$ cat src/rtl/ipsxe_floating_point_fl2fx_pipe_v1_0.sv
// Three-stage float to signed fixed-point converter with round-to-nearest-even,
// saturation and a single global stall enable shared by all stages.
module ipsxe_floating_point_fl2fx_pipe_v1_0 #(
  parameter int FLOAT_EXP_BIT  = 8,
  parameter int FLOAT_FRAC_BIT = 24,
  parameter int FIX_INT_BIT    = 16,
  parameter int FIX_FRAC_BIT   = 16
) (
  input  logic                                    i_aclk,
  input  logic                                    i_aresetn,
  input  logic [FLOAT_EXP_BIT+FLOAT_FRAC_BIT-1:0] i_tdata,
  input  logic                                    i_tvalid,
  output logic                                    o_tready,
  output logic [FIX_INT_BIT+FIX_FRAC_BIT-1:0]     o_tdata,
  output logic                                    o_tvalid,
  input  logic                                    i_tready,
  output logic                                    o_overflow,
  output logic                                    o_invalid
);

  localparam int E      = FLOAT_EXP_BIT;
  localparam int F      = FLOAT_FRAC_BIT;
  localparam int W      = FIX_INT_BIT + FIX_FRAC_BIT;
  localparam int BIAS   = 2**(E-1) - 1;
  localparam int SH_OFS = BIAS - FIX_FRAC_BIT + F - 1;
  localparam int SH_W   = E + $clog2(W + F) + 2;
  localparam int DW     = W + F;
  localparam logic [F-1:0] HALF = {1'b1, {(F-1){1'b0}}};

  function automatic logic rnd_up(input logic [F-1:0] fld, input logic lsb);
    return (fld > HALF) || ((fld == HALF) && lsb);
  endfunction

  function automatic logic [W-1:0] sat_val(input logic neg);
    return neg ? {1'b1, {(W-1){1'b0}}} : {1'b0, {(W-1){1'b1}}};
  endfunction

  logic ce;
  logic vld_p0, vld_p1, vld_p2;

  assign ce       = ~vld_p2 | i_tready;
  assign o_tready = ce;
  assign o_tvalid = vld_p2;

  always_ff @(posedge i_aclk or negedge i_aresetn) begin
    if (!i_aresetn) begin
      vld_p0 <= 1'b0;
      vld_p1 <= 1'b0;
    end else if (ce) begin
      vld_p0 <= i_tvalid;
      vld_p1 <= vld_p0;
    end
  end

  // Stage 0: unpack, classify, compute signed alignment shift
  logic [E-1:0]           exp_in;
  logic [F-2:0]           frac_in;
  logic signed [SH_W-1:0] sh_c;

  assign exp_in  = i_tdata[E+F-2:F-1];
  assign frac_in = i_tdata[F-2:0];
  assign sh_c    = $signed({{(SH_W-E){1'b0}}, exp_in}) - $signed(SH_W'(SH_OFS));

  logic                   sign_p0, zero_p0, nan_p0, inf_p0;
  logic [F-1:0]           mant_p0;
  logic signed [SH_W-1:0] sh_p0;

  always_ff @(posedge i_aclk) begin
    if (ce) begin
      sign_p0 <= i_tdata[E+F-1];
      mant_p0 <= {|exp_in, frac_in};
      sh_p0   <= sh_c;
      zero_p0 <= (exp_in == '0);
      nan_p0  <= (&exp_in) & (|frac_in);
      inf_p0  <= (&exp_in) & ~(|frac_in);
    end
  end

  // Stage 1: barrel-shift alignment, range check, capture discarded field
  logic [DW-1:0]   shl;
  logic [2*F-1:0]  shr;
  logic [F:0]      hi;
  logic [SH_W-1:0] shu, rsh;
  logic [W:0]      mag_c;
  logic [F-1:0]    fld_c;
  logic            ovf_c;

  always_comb begin
    shl   = '0;
    shr   = '0;
    hi    = '0;
    shu   = sh_p0;
    rsh   = -shu;
    mag_c = '0;
    fld_c = '0;
    ovf_c = 1'b0;
    if (!(zero_p0 | nan_p0 | inf_p0)) begin
      if (!sh_p0[SH_W-1]) begin
        if (sh_p0 >= $signed(SH_W'(W))) begin
          ovf_c = 1'b1;
        end else begin
          shl   = DW'(mant_p0) << shu;
          hi    = shl[DW-1:W-1];
          // A magnitude of exactly 2^(W-1) is still representable when negative
          ovf_c = (hi != '0) && !(sign_p0 && (hi == (F+1)'(1)) && (shl[W-2:0] == '0));
          mag_c = shl[W:0];
        end
      end else if (rsh <= SH_W'(F)) begin
        shr   = {mant_p0, {F{1'b0}}} >> rsh;
        mag_c = (W+1)'(shr[2*F-1:F]);
        fld_c = shr[F-1:0];
      end
    end
  end

  logic [W:0]   mag_p1;
  logic [F-1:0] fld_p1;
  logic         sign_p1, ovf_p1, nan_p1, inf_p1;

  always_ff @(posedge i_aclk) begin
    if (ce) begin
      mag_p1  <= mag_c;
      fld_p1  <= fld_c;
      sign_p1 <= sign_p0;
      ovf_p1  <= ovf_c;
      nan_p1  <= nan_p0;
      inf_p1  <= inf_p0;
    end
  end

  // Stage 2: round, detect rounding-carry overflow, negate and saturate
  logic [W:0]          sum_c;
  logic                big_c, sat_c;
  logic signed [W-1:0] res_c;

  always_comb begin
    sum_c = mag_p1 + {{W{1'b0}}, rnd_up(fld_p1, mag_p1[0])};
    big_c = sum_c[W] | (sum_c[W-1] & ~(sign_p1 & (sum_c[W-2:0] == '0)));
    sat_c = ovf_p1 | inf_p1 | big_c;
    res_c = sign_p1 ? -signed'(sum_c[W-1:0]) : signed'(sum_c[W-1:0]);
    if (nan_p1) begin
      res_c = signed'(sat_val(1'b0));
    end else if (sat_c) begin
      res_c = signed'(sat_val(sign_p1));
    end
  end

  always_ff @(posedge i_aclk or negedge i_aresetn) begin
    if (!i_aresetn) begin
      vld_p2     <= 1'b0;
      o_tdata    <= '0;
      o_overflow <= 1'b0;
      o_invalid  <= 1'b0;
    end else if (ce) begin
      vld_p2     <= vld_p1;
      o_tdata    <= res_c;
      o_overflow <= sat_c & ~nan_p1;
      o_invalid  <= nan_p1;
    end
  end

endmodule

$ cat config.mk
export PLATFORM = sky130hd
export DESIGN_NAME = ipsxe_floating_point_fl2fx_pipe_v1_0
export DESIGN_NICKNAME = d
export VERILOG_FILES = /design/src/rtl/ipsxe_floating_point_fl2fx_pipe_v1_0.sv
export SDC_FILE = /design/constraint.sdc
export NUM_CORES = 1
export LEC_CHECK = 0
export BUFFER_PORTS_ARGS = -buffer_cell sky130_fd_sc_hd__buf_2
export CORE_MARGIN = 3
export CORE_UTILIZATION = 35
export CTS_CLUSTER_DIAMETER = 120
export CTS_CLUSTER_SIZE = 16
export DETAILED_ROUTE_END_ITERATION = 7
export SLEW_MARGIN = 0
export SYNTH_ARGS = -nofsm -noshare
export SYNTH_HDL_FRONTEND = slang
export SYNTH_SLANG_ARGS = --single-unit
$ cat constraint.sdc
create_clock -name i_aclk -period 6.5 [get_ports i_aclk]
set_input_delay 1.3 -clock i_aclk [delete_from_list [all_inputs] [get_ports i_aclk]]
set_output_delay 1.3 -clock i_aclk [all_outputs]
set_load 0.05 [all_outputs]
==> results by group <==
Run status
  • Status: completed

Detailed routing
  • Vias per cell: 5.97
  • Post-route ant nets: 0
  • Via count: 10100
  • Drt first pass iters: 6
  • Avg WL per Cell: 19.5 um
  • DR iter-0 viols: 1009
  • Remaining DRCs: 0
  • Final WL: 32.8 mm

GRT
  • Tot GR Track Use: 0.193
  • Antenna violations before repair: 0
  • Largest net degree at the start of global routing: 54
  • First-pass GRT wire length: 52.2 mm
  • GR Overflow Total: 0
  • Vias in the first global route: 9099

Die
  • Chip height: 184 um
  • Die ar.: 33700 sq um
  • Core area: 30800 sq um
  • I/O pins: 72
  • Starting density of the core: 0.358
  • Row count: 64
  • Die width: 184 um

STA
  • Final Cycle Share: 0.714
  • Setup TNS: 0 ns
  • Endpoints failing hold: 0
  • Final setup fails: 0
  • Clk_skew: 0.0111 ns
  • Max Slew Vio Count: 0
  • Final min period: 4.64 ns
  • Worst-Margin Slew: 1.20 ns
  • F_max: 215 MHz
  • RSZ-0062 raised after global routing: no
  • Rel. slew slack: 0.203

Pwr
  • Power per Cell Area: 374 nW/um^2
  • Clock network fraction of total power: 0.215
  • Sw power: 2.17 mW
  • Flop pwr share: 0.310
  • Comb pwr share: 0.475
  • Sw Ratio: 0.474
  • Internal power: 2.41 mW
  • Leak pwr: 4.33 nW
  • Maximum vdd drop: 0.000269 V
  • Total power draw: 4.58 mW

Worst setup path
  • Crit path buffers/inverters: 1
  • Crit-path slowest cell: or4b_1
  • Worst R2R Path Depth: 16
  • WP data arrival: 4.98 ns
  • End of the worst register-to-register path: o_tdata[27]$_DFFE_PN0P_
  • Max stage delay on crit path: 0.45 ns
  • Crit-path most repeated cell: ha_1
  • Worst R2R Start: fld_p1[17]$_SDFFCE_PP0P_
  • Crit Path Class: register to register
  • Startpoint Class: register
  • CP required: 6.84 ns
  • CP cell instances: nor4_1 > nand4_1 > o21a_1 > ha_1 > ha_1 > inv_1 > ha_1 > or4b_1 > o31ai_1 > o21ai_2 > nor3_1 > nand4b_2 > nor3_4 > a31o_4 > o21ai_1 > a221oi_1
  • CP delay by family, top: simple AND/OR/NAND/NOR gates
  • CP max FO: 33
  • Flop2flop setup slack: 1.86 ns
  • Crit. End Element: register

Clock tree
  • Hold Buf Count CTS: 0
  • Setup bufs post-CTS: 0
  • H-tree depth: 4
  • Clock tree buffer depth: 2
  • CTS tree: done
  • Clk_lat worst skew: 0.44 ns
  • # resized after CTS: 0
  • CTS sink count: 135
  • Worst-path clk slew: 0.07 ns
  • TritonCTS Buffers: 17
  • Root Driver: clkbuf_16

Placement
  • Port bufs: 71
  • Routability Congestion: 0.946
  • Dpl hpwl: 24.4 mm

Finish
  • Fillers: 3080
  • # diodes: 0
  • Nets: 1320
  • Area grow syn2layout: 11.0%
  • Share of cells above drive strength 1: 0.161

Yosys
  • Synth Warn #: 0
  • Area fraction of the dominant cell type after synthesis: 0.267
  • Mapped Area: 11000 sq um
  • Syn Area/Cell: 8.76 sq um
  • Syn_nets: 1302
  • Ranking of synthesized cells by area: edfxtp_1, dfrtp_1, nand2_1, mux4_2, nor2_1
  • Synth async-reset ratio: 0.274
  • Most used DFF post-synth: edfxtp_1
  • Gate Count Post-Synth: 1261
  • Seq/Total Area, Yosys: 0.350
  • Flops & latches, synth: 135
  • Yosys top cell by area: edfxtp_1
  • Number of synthesized flops with an enable pin: 98
  • Synth cell types: 99

Worst hold path
  • Worst hold path type: register to register
  • Hold Path Sink: vld_p1$_DFFE_PN0P_
  • WHS Path Cells: 2
  • HP Start: vld_p1$_DFFE_PN0P_

Run
  • Max cap viols: 0
synthesized netlist by cell type (4+ instances only):
master    number
and4_1         6
a22o_1         5
nand3_1       33
inv_1         18
and3_1        12
o21a_1         7
buf_1          9
buf_2         16
a21oi_1       93
a21o_1         4
or2_2          8
nor4_1        25
xnor2_1       34
a211oi_1      23
nor3b_1        5
xor2_1        27
edfxtp_1      98
nor3_1        37
ha_1           5
a22oi_1        8
and2_1        13
or3_1         10
mux4_2        26
mux2_2        22
o21ai_0       45
nand4_1       17
nor2b_1        8
or4_1          9
mux2i_1       47
o22ai_1       34
a31oi_1       18
o31ai_1       16
o211ai_1       5
nor2_1       138
o32ai_1       12
a221oi_1       8
nand2_1      165
clkbuf_1      57
buf_4          6
a21boi_0       4
dfrtp_1       37
nand2b_1      12
layout by cell type (no fill, tap or decap), types with 34 or more instances in the layout:
cell / count
dfrtp_1: 37
a21oi_1: 93
nand2_1: 165
mux2i_1: 47
o22ai_1: 34
edfxtp_1: 98
nor3_1: 37
nor2_1: 138
o21ai_0: 45
buf_2: 71
layer usage:
metal,up-vias,track usage,wire length (um)
li1,4819,-,-
met1,4737,0.277,15200
met2,460,0.301,14700
met3,54,0.0326,2300
met4,0,0.0497,671
met5,-,0,0
power by group through the flow:
stage,registers (mW),clock network (mW),logic [mW]
after floorplan,1.68,0,1.35
after global placement,1.43,0,2.13
after detailed placement,1.44,0,2.14
after CTS,1.42,1.00,2.15
after global routing,1.45,1.04,2.35
final,1.42,0.985,2.18
worst register-to-register path, cell delays in order, from the launching register on:
cell and delay, ns:
edfxtp_1 0.37, nor4_1 0.32, nand4_1 0.13, o21a_1 0.22, ha_1 0.27, ha_1 0.35
inv_1 0.11, ha_1 0.22, or4b_1 0.45, o31ai_1 0.15, o21ai_2 0.17, nor3_1 0.37
nand4b_2 0.32, nor3_4 0.26, a31o_4 0.43, o21ai_1 0.12, a221oi_1 0.28
sequential cells by signal (all words and copies together) (netlist names), 9 cells and up:
| name | count |
|---|---|
| mag_p1 | 33 |
| o_tdata | 32 |
| fld_p1 | 24 |
| mant_p0 | 24 |
| sh_p0 | 9 |
logic make-up (layout without fill, tap and decap cells):
group | count (synthesis) | in the layout | synth area share
simple gates | 529 | 529 | 0.238
compound gates | 325 | 325 | 0.197
flops | 135 | 135 | 0.350
buf+inv | 111 | 142 | 0.0431
mux | 95 | 95 | 0.118
xor+xnor | 61 | 61 | 0.0484
fa+ha+maj | 5 | 5 | 0.00567
cell type report:
class / instances / area (sq um) / share of cell area
Multi-Input combinational cell: 1015 / 6710 / 0.548
Inverter: 20 / 77.6 / 0.00633
Sequential cell: 135 / 3870 / 0.316
Tap cell: 396 / 495 / 0.0404
Clock buffer: 17 / 425 / 0.0347
Clock inverter: 15 / 181 / 0.0148
Timing Repair Buffer: 90 / 498 / 0.0406
worst max path at each step:
stage / startpoint / to / slack (ns) / cells after the start
floorplan: i_tready / o_tready / 0.33 / 4
global placement: mag_p1[0]$_SDFFCE_PP0P_ / o_tdata[27]$_DFFE_PN0P_ / 2.05 / 16
detailed placement: fld_p1[11]$_SDFFCE_PP0P_ / o_tdata[27]$_DFFE_PN0P_ / 1.88 / 16
CTS: fld_p1[11]$_SDFFCE_PP0P_ / o_tdata[27]$_DFFE_PN0P_ / 1.85 / 16
global route: mag_p1[0]$_SDFFCE_PP0P_ / o_tdata[27]$_DFFE_PN0P_ / 1.39 / 16
finish: fld_p1[17]$_SDFFCE_PP0P_ / o_tdata[27]$_DFFE_PN0P_ / 1.86 / 16
metrics by stage:
stage                     hold WS, ns  utilization  instance area [sq um]  std cells  setup WS, ns
after floorplan                 0.427            -                  11000       1261         0.326
after global placement          0.442        0.378                  11700       1656          2.05
after detailed placement        0.453        0.378                  11700       1656          1.88
after CTS                       0.470        0.398                  12300       1688          1.85
after global routing            0.484        0.398                  12300       1688          1.39
final                           0.464        0.398                  12300       1688          1.86
Power figures use the tool's default switching activity.
